File: config.mk
export PLATFORM = sky130hd
export DESIGN_NAME = mem_bus_arbiter
export DESIGN_NICKNAME = d
export VERILOG_FILES = /design/src/rtl/sys_defs.sv /design/src/rtl/mem_tag_table.sv /design/src/rtl/mem_bus_arbiter.sv
export SDC_FILE = /design/constraint.sdc
export NUM_CORES = 1
export LEC_CHECK = 0
export CORE_AREA = 4 4 146 148
export DETAILED_ROUTE_END_ITERATION = 10
export DIE_AREA = 0 0 150 152
export HOLD_SLACK_MARGIN = 0.12
export PLACE_DENSITY = 0.72
export SETUP_SLACK_MARGIN = 0.5
export SLEW_MARGIN = 20
export SYNTH_ARGS = -nofsm -noshare
export SYNTH_HDL_FRONTEND = slang
export SYNTH_HIERARCHICAL = 1
export SYNTH_SLANG_ARGS = --single-unit
File: constraint.sdc
create_clock -name clock -period 6.32 [get_ports clock]
set_input_delay 1.264 -clock clock [delete_from_list [all_inputs] [get_ports clock]]
set_output_delay 1.264 -clock clock [all_outputs]
set_load 0.02 [all_outputs]
File: src/rtl/sys_defs.sv
// Shared system definitions for the processor/memory interface.
//   XLEN          : processor address width
//   BUS_COMMAND   : command encoding on the proc2mem channel
//   MEM_SIZE      : access size encoding
//   MEM_OWNER     : which cache owns an outstanding load
//   MEM_TAG_ENTRY : one slot of the outstanding-load tag table
package sys_defs;

  localparam int XLEN          = 32;
  localparam int MEM_TAG_W     = 4;   // memory tags 1..15, 0 means "none"
  localparam int MEM_TAG_COUNT = 15;
  localparam int MEM_ID_W      = 3;   // client request id width held in the tag table

  typedef enum logic [1:0] {
    BUS_NONE  = 2'h0,
    BUS_LOAD  = 2'h1,
    BUS_STORE = 2'h2
  } BUS_COMMAND;

  typedef enum logic [1:0] {
    BYTE   = 2'h0,
    HALF   = 2'h1,
    WORD   = 2'h2,
    DOUBLE = 2'h3
  } MEM_SIZE;

  typedef enum logic {
    OWNER_ICACHE = 1'b0,
    OWNER_DCACHE = 1'b1
  } MEM_OWNER;

  typedef struct packed {
    logic                valid;
    MEM_OWNER            owner;
    logic [MEM_ID_W-1:0] id;
  } MEM_TAG_ENTRY;

endpackage

File: src/rtl/mem_tag_table.sv
// Outstanding-load table indexed by memory tag (1..15).
//   clock, reset : clock and synchronous active-high reset (empties the table)
//   wr_en/wr_tag/wr_entry : allocate port, written at the clock edge
//   rd_tag       : combinational lookup of the returning tag (0 reads as empty)
//   rd_clear     : invalidate the rd_tag entry at the clock edge
//   rd_entry     : entry currently stored at rd_tag
// When the same tag is allocated and cleared in one cycle the allocate wins,
// because the returning load and the new load share the tag.
module mem_tag_table
  import sys_defs::*;
(
  input  logic                 clock,
  input  logic                 reset,
  input  logic                 wr_en,
  input  logic [MEM_TAG_W-1:0] wr_tag,
  input  MEM_TAG_ENTRY         wr_entry,
  input  logic [MEM_TAG_W-1:0] rd_tag,
  input  logic                 rd_clear,
  output MEM_TAG_ENTRY         rd_entry
);

  MEM_TAG_ENTRY entries [1:MEM_TAG_COUNT];

  // NOTE: every always_comb output gets a default first so no path leaves it unassigned (no latch).
  always_comb begin
    rd_entry = '0;
    if (rd_tag != '0) rd_entry = entries[rd_tag];
  end

  // NOTE: state registers use non-blocking assignments so all updates land together at the edge.
  always_ff @(posedge clock) begin
    if (reset) begin
      // NOTE: this storage is reset on purpose; stale valid bits would claim pre-reset tags.
      for (int i = 1; i <= MEM_TAG_COUNT; i++) entries[i] <= '0;
    end else begin
      for (int i = 1; i <= MEM_TAG_COUNT; i++) begin
        if (wr_en && wr_tag == MEM_TAG_W'(i))
          entries[i] <= wr_entry;
        else if (rd_clear && rd_tag == MEM_TAG_W'(i))
          entries[i].valid <= 1'b0;
      end
    end
  end

endmodule

File: src/rtl/mem_bus_arbiter.sv
// Processor-side initiator for the unified memory bus.
// Arbitrates icache and dcache requests onto proc2mem_*, remembers each accepted
// load by its memory tag, and steers returning data to the owning cache.
//   clock, reset          : clock and synchronous active-high reset
//   ic_req_*              : icache load request (always a DOUBLE load)
//   dc_req_*              : dcache load/store request
//   *_req_accept          : the memory took that client's request this cycle
//   ic_rsp_valid/dc_rsp_valid, rsp_data, rsp_id : returned load data
//   stray_tag             : a returned tag had no outstanding entry
//   proc2mem_*            : bus command channel to memory
//   mem2proc_response     : 0 refused, else tag given to the accepted request
//   mem2proc_data/tag     : load return channel (tag 0 = nothing returning)
// ID_W must equal sys_defs::MEM_ID_W, which sizes the stored id.
module mem_bus_arbiter
  import sys_defs::*;
#(
  parameter int ID_W         = MEM_ID_W,
  parameter int STARVE_LIMIT = 8
) (
  input  logic                 clock,
  input  logic                 reset,

  input  logic                 ic_req_valid,
  input  logic [XLEN-1:0]      ic_req_addr,
  input  logic [ID_W-1:0]      ic_req_id,
  output logic                 ic_req_accept,

  input  logic                 dc_req_valid,
  input  BUS_COMMAND           dc_req_cmd,
  input  logic [XLEN-1:0]      dc_req_addr,
  input  logic [63:0]          dc_req_data,
  input  MEM_SIZE              dc_req_size,
  input  logic [ID_W-1:0]      dc_req_id,
  output logic                 dc_req_accept,

  output logic                 ic_rsp_valid,
  output logic                 dc_rsp_valid,
  output logic [63:0]          rsp_data,
  output logic [ID_W-1:0]      rsp_id,
  output logic                 stray_tag,

  output BUS_COMMAND           proc2mem_command,
  output logic [XLEN-1:0]      proc2mem_addr,
  output logic [63:0]          proc2mem_data,
  output MEM_SIZE              proc2mem_size,

  input  logic [MEM_TAG_W-1:0] mem2proc_response,
  input  logic [63:0]          mem2proc_data,
  input  logic [MEM_TAG_W-1:0] mem2proc_tag
);

  localparam int STARVE_W = $clog2(STARVE_LIMIT + 1);

  logic [STARVE_W-1:0] starve_cnt;
  logic                ic_wins;
  logic                dc_wins;
  logic                mem_accepts;
  logic                alloc_en;
  logic                ret_hit;
  MEM_TAG_ENTRY        alloc_entry;
  MEM_TAG_ENTRY        ret_entry;

  // dcache normally has priority; a starved icache takes one turn.
  assign ic_wins     = ic_req_valid &&
                       (!dc_req_valid || starve_cnt == STARVE_W'(STARVE_LIMIT));
  assign dc_wins     = dc_req_valid && !ic_wins;
  assign mem_accepts = (mem2proc_response != '0);

  assign ic_req_accept = ic_wins && mem_accepts;
  assign dc_req_accept = dc_wins && mem_accepts;

  always_comb begin
    proc2mem_command = BUS_NONE;
    proc2mem_addr    = '0;
    proc2mem_data    = '0;
    proc2mem_size    = BYTE;
    if (ic_wins) begin
      proc2mem_command = BUS_LOAD;
      proc2mem_addr    = ic_req_addr;
      proc2mem_size    = DOUBLE;
    end else if (dc_wins) begin
      proc2mem_command = dc_req_cmd;
      proc2mem_addr    = dc_req_addr;
      proc2mem_data    = dc_req_data;
      proc2mem_size    = dc_req_size;
    end
  end

  // Only loads get a table entry; stores return nothing.
  always_comb begin
    alloc_en          = ic_req_accept || (dc_req_accept && dc_req_cmd == BUS_LOAD);
    alloc_entry       = '0;
    alloc_entry.valid = 1'b1;
    alloc_entry.owner = ic_wins ? OWNER_ICACHE : OWNER_DCACHE;
    alloc_entry.id    = ic_wins ? MEM_ID_W'(ic_req_id) : MEM_ID_W'(dc_req_id);
  end

  mem_tag_table u_tag_table (
    .clock    (clock),
    .reset    (reset),
    .wr_en    (alloc_en),
    .wr_tag   (mem2proc_response),
    .wr_entry (alloc_entry),
    .rd_tag   (mem2proc_tag),
    .rd_clear (ret_hit),
    .rd_entry (ret_entry)
  );

  // Returns are routed in the same cycle they appear on the bus.
  assign ret_hit      = (mem2proc_tag != '0) && ret_entry.valid;
  assign ic_rsp_valid = ret_hit && (ret_entry.owner == OWNER_ICACHE);
  assign dc_rsp_valid = ret_hit && (ret_entry.owner == OWNER_DCACHE);
  assign rsp_data     = ret_hit ? mem2proc_data : '0;
  assign rsp_id       = ret_hit ? ID_W'(ret_entry.id) : '0;
  assign stray_tag    = (mem2proc_tag != '0) && !ret_entry.valid;

  // Counts consecutive cycles a waiting icache request went unserved.
  always_ff @(posedge clock) begin
    if (reset) begin
      starve_cnt <= '0;
    end else if (ic_req_valid && !ic_req_accept) begin
      if (starve_cnt != STARVE_W'(STARVE_LIMIT))
        starve_cnt <= starve_cnt + STARVE_W'(1);
    end else begin
      starve_cnt <= '0;
    end
  end

endmodule

### Word level (Yosys, flattened, before mapping)

Memories as Yosys holds them, arrays and structs flattened.
Cells that the tools add are included.
Widths: inputs -> output; s select.

| storage, ports and cells | value |
|---|---|
| register bits | 4 |
| bits in writable memories | 75 |
| bits of input ports | 214 |
| output and inout port bits | 172 |
| word-level logic and storage cells | 267 |
| memories kept | 1 |

Memories:

| memory | words | bits a word | rd ports | clocked after Yosys merged registers in | wr ports | line | text |
|---|---|---|---|---|---|---|---|
| u_tag_table.entries | 15 | 5 | 1 | 0 | 15 | mem_tag_table.sv:22 | `MEM_TAG_ENTRY entries [1:MEM_TAG_COUNT];` |

| cells by class | value |
|---|---|
| add/subtract/negate cells | 1 |
| equal/unequal tests | 33 |
| mux-type cells | 150 |
| bitwise logic cells | 32 |
| reductions and logical operators | 49 |

Operator list:

| cell | count |
|---|---|
| $mux 64 | 3 |
| $mux 1 | 123 |
| $mux 5 | 16 |
| $eq 4x4->1 const B | 17 |
| $mux 32 | 2 |
| $logic_and 1x1->1 | 40 |
| $eq 4x3->1 const B | 8 |
| $or 1x1->1 | 30 |
| $eq 4x2->1 const B | 4 |
| $eq 4x1->1 const B | 2 |
| $mux 2 | 4 |
| $reduce_bool 4->1 | 2 |
| $mux 3 | 2 |
| $add 4x1->4 const B | 1 |
| $logic_not 1->1 | 4 |
| $ne 4x4->1 const B | 1 |
| $eq 2x1->1 const B | 1 |
| $logic_or 1x1->1 | 2 |
| $not 1->1 | 2 |
| $reduce_or 2->1 | 1 |

### Depth between registers and ports, before layout

| logic depth | value |
|---|---|
| word-level depth | 14 |
| gate-level depth with buffers | 11 |

### Hierarchy

The synthesis kept the hierarchy.

By module, submodules not included:

| module | instances | cells each | area each (µm²) | sequential area each (µm²) |
|---|---|---|---|---|
| mem_tag_table | 1 | 296 | 3866.2 | 2252.2 |
| mem_bus_arbiter | 1 | 301 | 1869.3 | 80.1 |

### Worst setup path before layout

Ideal clock, no wire load.

| timing | value |
|---|---|
| kind | input to output |
| start | input mem2proc_tag[1] |
| end | output ic_rsp_valid |
| data arrival time | 3.053 ns |
| required time | 5.056 ns |
| setup slack | 2.003 ns |
| stages | 9 |
| cell sequence | buf_4 -> buf_6 -> nor2_2 -> a21oi_2 -> nand2_1 -> o221ai_1 -> nor2b_1 -> clkbuf_1 -> nor2b_1 |

RTL lines:

| item | line | text |
|---|---|---|
| start, declared | mem_bus_arbiter.sv:49 | `input logic [MEM_TAG_W-1:0] mem2proc_tag` |
| end, declared | mem_bus_arbiter.sv:36 | `output logic ic_rsp_valid,` |

==> metrics <==
family with the most delay on the worst path=buffers and inverters; status=finished clean; area of the multi-input gates=3050 um^2; vias in the first global route=5657; Hold Startpoint=starve_cnt[3]; die footprint=22800 um^2; reg2reg setup slack=approximately 3.5 ns; clk sinks=79; CTS tree=built; DR vias=5674; Clk Latency, worst-skew pair=approximately 0.33 ns; die height=roughly 150 um; Root Driver=clkbuf_16; Worst setup SP type=primary input; Worst Hold Class=reg2reg; post-synthesis cell type count=44; setup bufs post-CTS=0; post-route setup TNS=0 ns; CTS Buffer Depth=2; IO Count=386; Initial DRT Pass Iterations=4; post_cts resized=0; Initial Util=between 20 and 30%; IO Port Bufs=385; GRT Overall Usage=19.1%; Final period util=87.6%; slowest stage delay, CP=0.60 ns; largest net degree at the start of global routing=49; leakage power=just under 0.004 uW; WL per Instance=18.6 um; hold buffer count at CTS=0; crit path kind=in2out; Ys Warns=6; share of layout cells above drive strength 1=5.26%; DRC=0; post-synthesis cell count=597; synthesized area per cell=9.61 um^2; crit-path max FO=41; FF-to-FF End=u_tag_table/entries[8][4]; register area share after synthesis=40.7%; design area=10100 um^2; Core Region=~20000 um^2; RSZ-0062 raised after global routing=no; maximum VDD drop=92.2 uV; Fillers=1898; first-pass GRT wire length=roughly 33 mm; die width=150 um; synthesized flop and latch total=79; Cell Pwr Density=approximately 170 nW/um^2; fin nets=1180; WP buf/inv=4; Max Slew Vio Count=0; Final Skew=0.00783 ns; critical path required time=about 5 ns; post-route insts no fill=1242; Hold Path Sink=starve_cnt[3]; clk slew on worst S/H paths=0.06 ns; ordered cell list for the critical path=clkdlybuf4s50_1 > buf_4 > nor2_2 > a21oi_2 > nand2_1 > o221ai_1 > nor2b_4 > buf_4 > and2_1 > clkdlybuf4s50_1; reg2reg start=starve_cnt[0]; gpl congestion=approximately 0.84; max-cap violation count=0; Final min period=5.54 ns; worst hold stages=2; initial antenna violation count=5; 1st-iter DRT viols=271; placed inst area=~9800 um^2; cell area after synthesis=between 5000 and 6000 um^2; Syn-to-layout area delta=76.3%; worst-case reg-to-reg path depth=9; DR vias/cell=4.57; dpl cells=1223; Max Clock Freq=181 MHz; Overflow after GRT=0; DPL Wire Length=19.3 mm; Tot Pwr=1730 uW; Final setup viols=0; worst slew pin tran=0.992 ns; slowest CP cell=clkdlybuf4s50_1; Routed Antenna Nets=0; row count=52; Num CTS Buffers=9; endpoints failing hold=0; critical path endpoint category=output port; Reg area=2330 um^2; total wire length=23.1 mm; Critical Path AT=4.27 ns; H-tree level count=3; Slew headroom=33.8%
cell usage after synthesis, drive strengths merged:
cell	n	area share [%]
a211oi	1	0.22
a21o	15	2.0
a21oi	3	0.52
a22oi	10	1.4
and2	210	23
and3	1	0.11
and3b	2	0.31
buf	15	2.3
clkbuf	29	1.9
conb	1	0.065
dfxtp	4	1.4
edfxtp	75	39
ha	2	0.44
inv	37	2.4
mux2	3	0.59
mux2i	16	2.8
mux4	10	4.1
nand2	17	1.1
nand2b	4	0.44
nand3	8	0.70
nand3b	5	0.65
nor2	16	1.2
nor2b	7	0.94
nor3	6	0.52
nor3b	1	0.13
nor4	3	0.33
o211ai	32	4.2
o21ai	38	3.5
o21bai	15	2.0
o221ai	5	0.76
or2	2	0.22
or3b	1	0.20
xnor2	2	0.31
xor2	1	0.15
sequential cells by signal (all words and copies together) (netlist names):
name,count
starve_cnt,4
u_tag_table/entries,75
worst register-to-register path, stage by stage, from the launching register on:
cell and delay (ns):
dfxtp_1 0.33, inv_1 0.10, ha_1 0.17, and3b_1 0.38, o21ai_4 0.20, a21oi_1 0.40, nor2b_4 0.27, nand3b_1 0.15
nor3_1 0.50, and2_1 0.22
report_power, final:
group | switching, uW | internal [uW]
registers | 6.08 | 592
clock network | 196 | 345
logic | 277 | 318
total | 479 | 1260
routing by layer:
layer | up-vias | global-route usage, % | wire length (um)
li1 | 2789 | - | -
met1 | 2555 | 19.1 | 7690
met2 | 291 | 35.1 | 12100
met3 | 35 | 6.79 | 2550
met4 | 4 | 8.71 | 749
met5 | - | 0 | 26
how the worst max path moves through the flow:
stage                               start      endpoint  slack [ns]  depth (start not counted)
after floorplan           mem2proc_tag[1]  ic_rsp_valid        2.00                          9
after global placement    mem2proc_tag[0]  rsp_data[50]        0.93                         10
after detailed placement  mem2proc_tag[0]  rsp_data[28]        0.81                         10
after CTS                 mem2proc_tag[0]  rsp_data[28]        0.80                         10
after global routing      mem2proc_tag[0]  rsp_data[47]        0.58                         10
final                     mem2proc_tag[0]  rsp_data[28]        0.78                         10
stage by stage:
step	hold slack, ns	utilization [%]	setup WS, ns
6_report	0.572	50.4	0.781
5_1_grt	0.617	50.4	0.578
4_1_cts	0.575	50.4	0.800
3_5_place_dp	0.566	48.8	0.812
3_3_place_gp	0.558	48.8	0.932
2_1_floorplan	0.532	-	2.00
layout make-up:
type	instances	area share, %
clock inverter	6	0.854
antenna	3	0.0743
sequential	79	23.1
timing repair buffer	395	38.9
inverter	37	1.37
multi-input combinational	442	30.2
clock buffer	10	2.26
tap	270	3.34
cells in the final DEF, fill, tap and decap left out, types with 9 or more instances in the layout:
cell type        count
buf_4               10
clkbuf_16            9
nor2_1              12
a22oi_1              9
mux2i_1             16
nand2_1             17
o21bai_1            15
and2_1             210
edfxtp_1            75
o21ai_0             37
o211ai_1            32
a21o_1              15
inv_1               37
clkdlybuf4s50_1    385
kinds of logic (layout without fill, tap and decap cells):
family | after synthesis | in the layout | synth area share [%]
flops | 79 | 79 | 40.7
mux | 29 | 29 | 7.44
fa+ha+maj | 2 | 2 | 0.436
compound gates | 119 | 119 | 14.5
buf+inv | 81 | 448 | 6.63
xor+xnor | 3 | 3 | 0.458
other cells | 1 | 9 | 0.0654
simple gates | 283 | 283 | 29.8
Note: power is estimated with default switching activity, not from simulation.
